<file path="src/rtl/passcode_entry.sv">
// passcode_entry: collects keypad digits, compares six-digit code to the password, drives judge/rd/correct.
// Define PASSCODE_PW_CHANGE_EN to allow a new password to be set right after a correct entry.
module passcode_entry #(
   parameter logic [23:0] PW_INIT = 24'h123456
) (
   input  logic        clk,
   input  logic        rst_n,
   input  logic        key_valid_i,
   input  logic [3:0]  key_code_i,
   input  logic        locked_i,
   input  logic        set_mode_i,
   output logic [2:0]  digit_count_o,
   output logic [23:0] display_o,
   output logic        judge_o,
   output logic        rd_o,
   output logic        correct_o,
   output logic        unlocked_o
);
   typedef enum logic [1:0] {IDLE, ENTRY, CHECK, RESULT} state_t;
   state_t      state_q;
   logic [2:0]  count_q;
   logic [23:0] display_q;
   logic        judge_q, rd_q, correct_q, unlocked_q;
   logic        digit_d, clear_d, enter_d, full_enter_d, store_d, set_entry;
   logic [23:0] pw;
   assign digit_d      = key_valid_i && !locked_i && key_code_i <= 4'd9;
   assign clear_d      = key_valid_i && !locked_i && key_code_i == 4'hE;
   assign enter_d      = key_valid_i && !locked_i && key_code_i == 4'hF;
   assign full_enter_d = enter_d && state_q == ENTRY && count_q == 3'd6;
   assign store_d      = full_enter_d && set_entry;
`ifdef PASSCODE_PW_CHANGE_EN
   logic [23:0] pw_q;
   logic        set_q;
   always_ff @(posedge clk or negedge rst_n) begin
      if (!rst_n) begin
         pw_q  <= PW_INIT;
         set_q <= 1'b0;
      end else begin
         if (store_d) pw_q <= display_q;
         if (state_q == RESULT && digit_d) set_q <= correct_q && set_mode_i;
         else if (store_d || clear_d || (locked_i && state_q != CHECK && state_q != RESULT)) set_q <= 1'b0;
      end
   end
   assign pw        = pw_q;
   assign set_entry = set_q;
`else
   logic unused_set_mode;
   assign unused_set_mode = set_mode_i;
   assign pw        = PW_INIT;
   assign set_entry = 1'b0;
`endif
   always_ff @(posedge clk or negedge rst_n) begin
      if (!rst_n) begin
         state_q    <= IDLE;
         count_q    <= 3'd0;
         display_q  <= 24'h0;
         judge_q    <= 1'b0;
         rd_q       <= 1'b0;
         correct_q  <= 1'b0;
         unlocked_q <= 1'b0;
      end else begin
         case (state_q)
            IDLE, ENTRY: begin
               // a digit in IDLE shifts into an all-zero display, so both states share the path
               if (locked_i || clear_d || store_d) begin
                  state_q   <= IDLE;
                  count_q   <= 3'd0;
                  display_q <= 24'h0;
               end else if (digit_d && count_q != 3'd6) begin
                  state_q   <= ENTRY;
                  count_q   <= count_q + 3'd1;
                  display_q <= {display_q[19:0], key_code_i};
               end else if (full_enter_d) begin
                  state_q <= CHECK;
               end
            end
            CHECK: begin
               correct_q  <= display_q == pw;
               unlocked_q <= display_q == pw;
               judge_q    <= 1'b1;
               rd_q       <= 1'b1;
               state_q    <= RESULT;
            end
            default: begin
               rd_q <= 1'b0;
               if (digit_d || clear_d) begin
                  judge_q    <= 1'b0;
                  correct_q  <= 1'b0;
                  unlocked_q <= 1'b0;
                  state_q    <= digit_d ? ENTRY : IDLE;
                  count_q    <= digit_d ? 3'd1 : 3'd0;
                  display_q  <= digit_d ? {20'h0, key_code_i} : 24'h0;
               end
            end
         endcase
      end
   end
   assign digit_count_o = count_q;
   assign display_o     = display_q;
   assign judge_o       = judge_q;
   assign rd_o          = rd_q;
   assign correct_o     = correct_q;
   assign unlocked_o    = unlocked_q;
endmodule
</file>
<file path="config.mk">
export PLATFORM = sky130hd
export DESIGN_NAME = passcode_entry
export DESIGN_NICKNAME = d
export VERILOG_FILES = /design/src/rtl/passcode_entry.sv
export SDC_FILE = /design/constraint.sdc
export NUM_CORES = 1
export LEC_CHECK = 0
export BUFFER_PORTS_ARGS = -buffer_cell sky130_fd_sc_hd__buf_4
export CAP_MARGIN = 0
export CORE_ASPECT_RATIO = 0.8
export CORE_UTILIZATION = 56
export DETAILED_ROUTE_END_ITERATION = 8
export MAX_ROUTING_LAYER = met4
export PLACE_DENSITY_LB_ADDON = 0.2
export SYNTH_ARGS = -nofsm -noshare
export SYNTH_HDL_FRONTEND = slang
export SYNTH_SLANG_ARGS = --single-unit
</file>
<file path="constraint.sdc">
create_clock -name clk -period 4.3 [get_ports clk]
set_input_delay 0.43 -clock clk [delete_from_list [all_inputs] [get_ports clk]]
set_output_delay 0.43 -clock clk [all_outputs]
set_load 0.05 [all_outputs]
</file>
==> PnR_summary.wiki <==
{| class="wikitable"
! Metric !! Value
|-
| Arrival @ worst endpoint || 2470 ps
|-
| Largest incremental delay on the critical path || 770 ps
|-
| Net count, final || 211
|-
| Mean cell area of the mapped netlist || 10.1 um^2
|-
| Ratio of routed vias to standard cells || 5.31
|-
| Worst-path clk slew || 90 ps
|-
| Placeable core region || 2770 um^2
|-
| Setup Crit Path Kind || flop to flop
|-
| GRT Residual Overflow || 0
|-
| Period utilization || 52.2%
|-
| Die height || 50.3 um
|-
| CTS Buf Count || 5
|-
| Count of clock tree sinks || 32
|-
| Share of layout cells above drive strength 1 || 25.4%
|-
| Run status || finished clean
|-
| Maximum vdd drop || 248 uV
|-
| Pin count of the biggest net entering global routing || 33
|-
| Yosys synthesis warning count || 0
|-
| Category of the worst setup path launch point || flop
|-
| Max Clock Skew || 4.60 ps
|-
| Overall via count from detail_route || 1268
|-
| Insertion delay of the later-clocked pin in the worst-skew pair || 330 ps
|-
| Total iterations of the first detailed-routing run || 4
|-
| Areal power density over the cells || 347 nW/um^2
|-
| Static leakage power || 0.000988 uW
|-
| Number of I/O port buffers || 38
|-
| Total count of max-transition violations in the final report || 0
|-
| Placed wire-length estimate || 2.46 mm
|-
| Highest-count cells in the layout ignoring fill and taps || buf_4 (39), dfrtp_1 (32), inv_1 (28)
|-
| Horizontal extent of the die || 62.4 um
|-
| Die Outline Area || 3140 um^2
|-
| Synthesis-stage register bit count || 32
|-
| Number of violations reported at the end of detailed-routing iteration 0 || 67
|-
| Total global-route track usage || 24.8%
|-
| CTS resizes || 0
|-
| CTS Buffer Depth || 2
|-
| Antenna cell count || 0
|-
| Worst Setup End Kind || flop
|-
| Worst-margin pin slew || 961 ps
|-
| H-Tree Depth || 2
|-
| Cell row count || 17
|-
| CTS tree || done
|-
| Clock period minus worst slack || 2250 ps
|-
| Total instance count after detailed placement || 231
|-
| Top cells by area in the synthesized netlist || dfrtp_1 (49%), mux2i_1 (15%), inv_1 (6.4%)
|-
| Crit path max fanout || 30
|-
| Setup violation total in the final timing report || 0
|-
| Max capacitance violation total || 0
|-
| Data required, critical path || 4520 ps
|-
| Antenna violations before repair || 0
|-
| CTS Root Buffer Type || clkbuf_4
|-
| Final hold violation count || 0
|-
| Hold WC Path Type || primary input to asynchronous set/reset pin
|-
| Critical-path top delay cell || o21a_1
|-
| Final worst-path setup slack || 2050 ps
|-
| Final antenna-violating net count || 0
|-
| Most common library cell in the layout ignoring fill and taps || buf_4
|-
| Number of global-route vias before repair || 1255
|-
| Mapped Cells || 162
|-
| Sequential share of the synthesized area || 49.0%
|-
| Average wire length per cell after detail routing || 14.3 um
|-
| Number of filler instances in the final layout || 229
|-
| FMAX || 445 MHz
|-
| Yosys cell types || 32
|-
| Initial standard-cell utilization of the core || 59.1%
|-
| Total routed wirelength || 3.41 mm
|-
| Core Util, Final || 70.7%
|-
| Remaining max-slew budget at the tightest pin || 35.9%
|-
| Number of remaining DRC errors || 0
|-
| Cell taking the most area after synthesis || dfrtp_1
|-
| RSZ-0062 raised after global routing || no
|-
| Io pins || 40
|-
| Quantity of hold-fixing buffers added after cts || 0
|-
| Count of non-filler cells in the finished layout || 239
|-
| Critical-path cell list || nor2_1, o21a_1, a22oi_2, buf_4, mux2_2
|-
| RD Place Congestion || 0.944
|-
| Share of Yosys cell area claimed by the top area cell type || 49.0%
|-
| Setup TNS after final layout || 0 ps
|-
| Placement-stage worst setup slack || 1900 ps
|-
| Post-Syn Area || 1630 um^2
|-
| First-pass GRT wire length || 5.63 mm
|-
| Post-synthesis net count || 173
|-
| Area growth from synthesis to layout || 19.6%
|-
| Setup Fix Bufs, Post-CTS || 0
|}
layer usage:
layer / track usage (%) / wire (um) / vias up
met5: - / 0 / -
met4: 12.8 / 46 / 0
met3: 5.00 / 120 / 6
met2: 40.1 / 1640 / 25
met1: 30.0 / 1610 / 626
li1: - / - / 611
final cells by class:
| cell class | instances | area, um^2 | area share, % |
|---|---|---|---|
| sequential | 32 | 801 | 41.0 |
| clock buffer | 8 | 58.8 | 3.01 |
| timing repair buffer | 39 | 293 | 15.0 |
| inverter | 28 | 105 | 5.38 |
| tap | 38 | 47.5 | 2.43 |
| multi-input combinational | 94 | 649 | 33.2 |
kinds of logic after synthesis:
logic type / share of synthesized area [%]
and+or+nand+nor: 14.2
buffers and inverters: 11.3
DFF: 49.0
muxes: 16.0
AOI/OAI and AO/OA: 7.96
adders and majority gates: 1.53
stage by stage:
| step | power, uW | instance area [um^2] | hold slack (ps) |
|---|---|---|---|
| after floorplan | 460 | 1630 | 134 |
| after global placement | 503 | 1900 | 384 |
| after detailed placement | 510 | 1900 | 381 |
| after CTS | 685 | 1950 | 22.7 |
| after global routing | 712 | 1950 | 36.8 |
| final | 678 | 1950 | 22.8 |
sequential cells by signal, summed over array words and instances (netlist names):
name and cells:
display_o 24, unlocked_o 1, digit_count_o 3, judge_o 1, rd_o 1, state_q 2
cell usage after synthesis, drive strengths merged:
| cell | instances |
|---|---|
| o21a | 1 |
| nor2b | 1 |
| buf | 8 |
| dfrtp | 32 |
| nand4 | 2 |
| o21ai | 9 |
| a211oi | 1 |
| a22oi | 1 |
| or4b | 1 |
| inv | 28 |
| mux2 | 1 |
| o2111a | 1 |
| and2b | 1 |
| o211ai | 1 |
| ha | 2 |
| nand2b | 2 |
| a21o | 1 |
| nand2 | 24 |
| nor3 | 1 |
| o22ai | 1 |
| a21oi | 3 |
| and3 | 2 |
| nor4 | 5 |
| and3b | 2 |
| mux2i | 25 |
| nor2 | 3 |
| nand3 | 3 |
worst paths after layout:
| kind | endpoint | startpoint | depth (start not counted) | slack [ps] |
|---|---|---|---|---|
| min in group clk | display_o[2] | key_code_i[2] | 3 | 390 |
| max | digit_count_o[1] | state_q[1] | 5 | 2050 |
| min | display_o[4] | rst_n | 1 | 20 |
| max reg2reg | digit_count_o[1] | state_q[1] | 5 | 2050 |
| min reg2reg | rd_o | rd_o | 2 | 560 |
| max in group asynchronous | display_o[7] | rst_n | 1 | 3990 |
power by group:
part	internal (uW)	switching [uW]	leakage (uW)
Clock	80.6	94.6	0.0000326
Combinational	53.2	112	0.000530
Sequential	319	19.7	0.000425
Total	452	226	0.000988
worst max-delay path, delay by kind of cell, from the launching register on:
| family | cells | cell delay (ps) |
|---|---|---|
| flip-flops | 1 | 490 |
| multiplexers | 1 | 310 |
| AO/OA/AOI/OAI | 2 | 870 |
| AND/OR/NAND/NOR | 1 | 130 |
| buffers and inverters | 1 | 330 |
(Power assumes the default switching activity.)
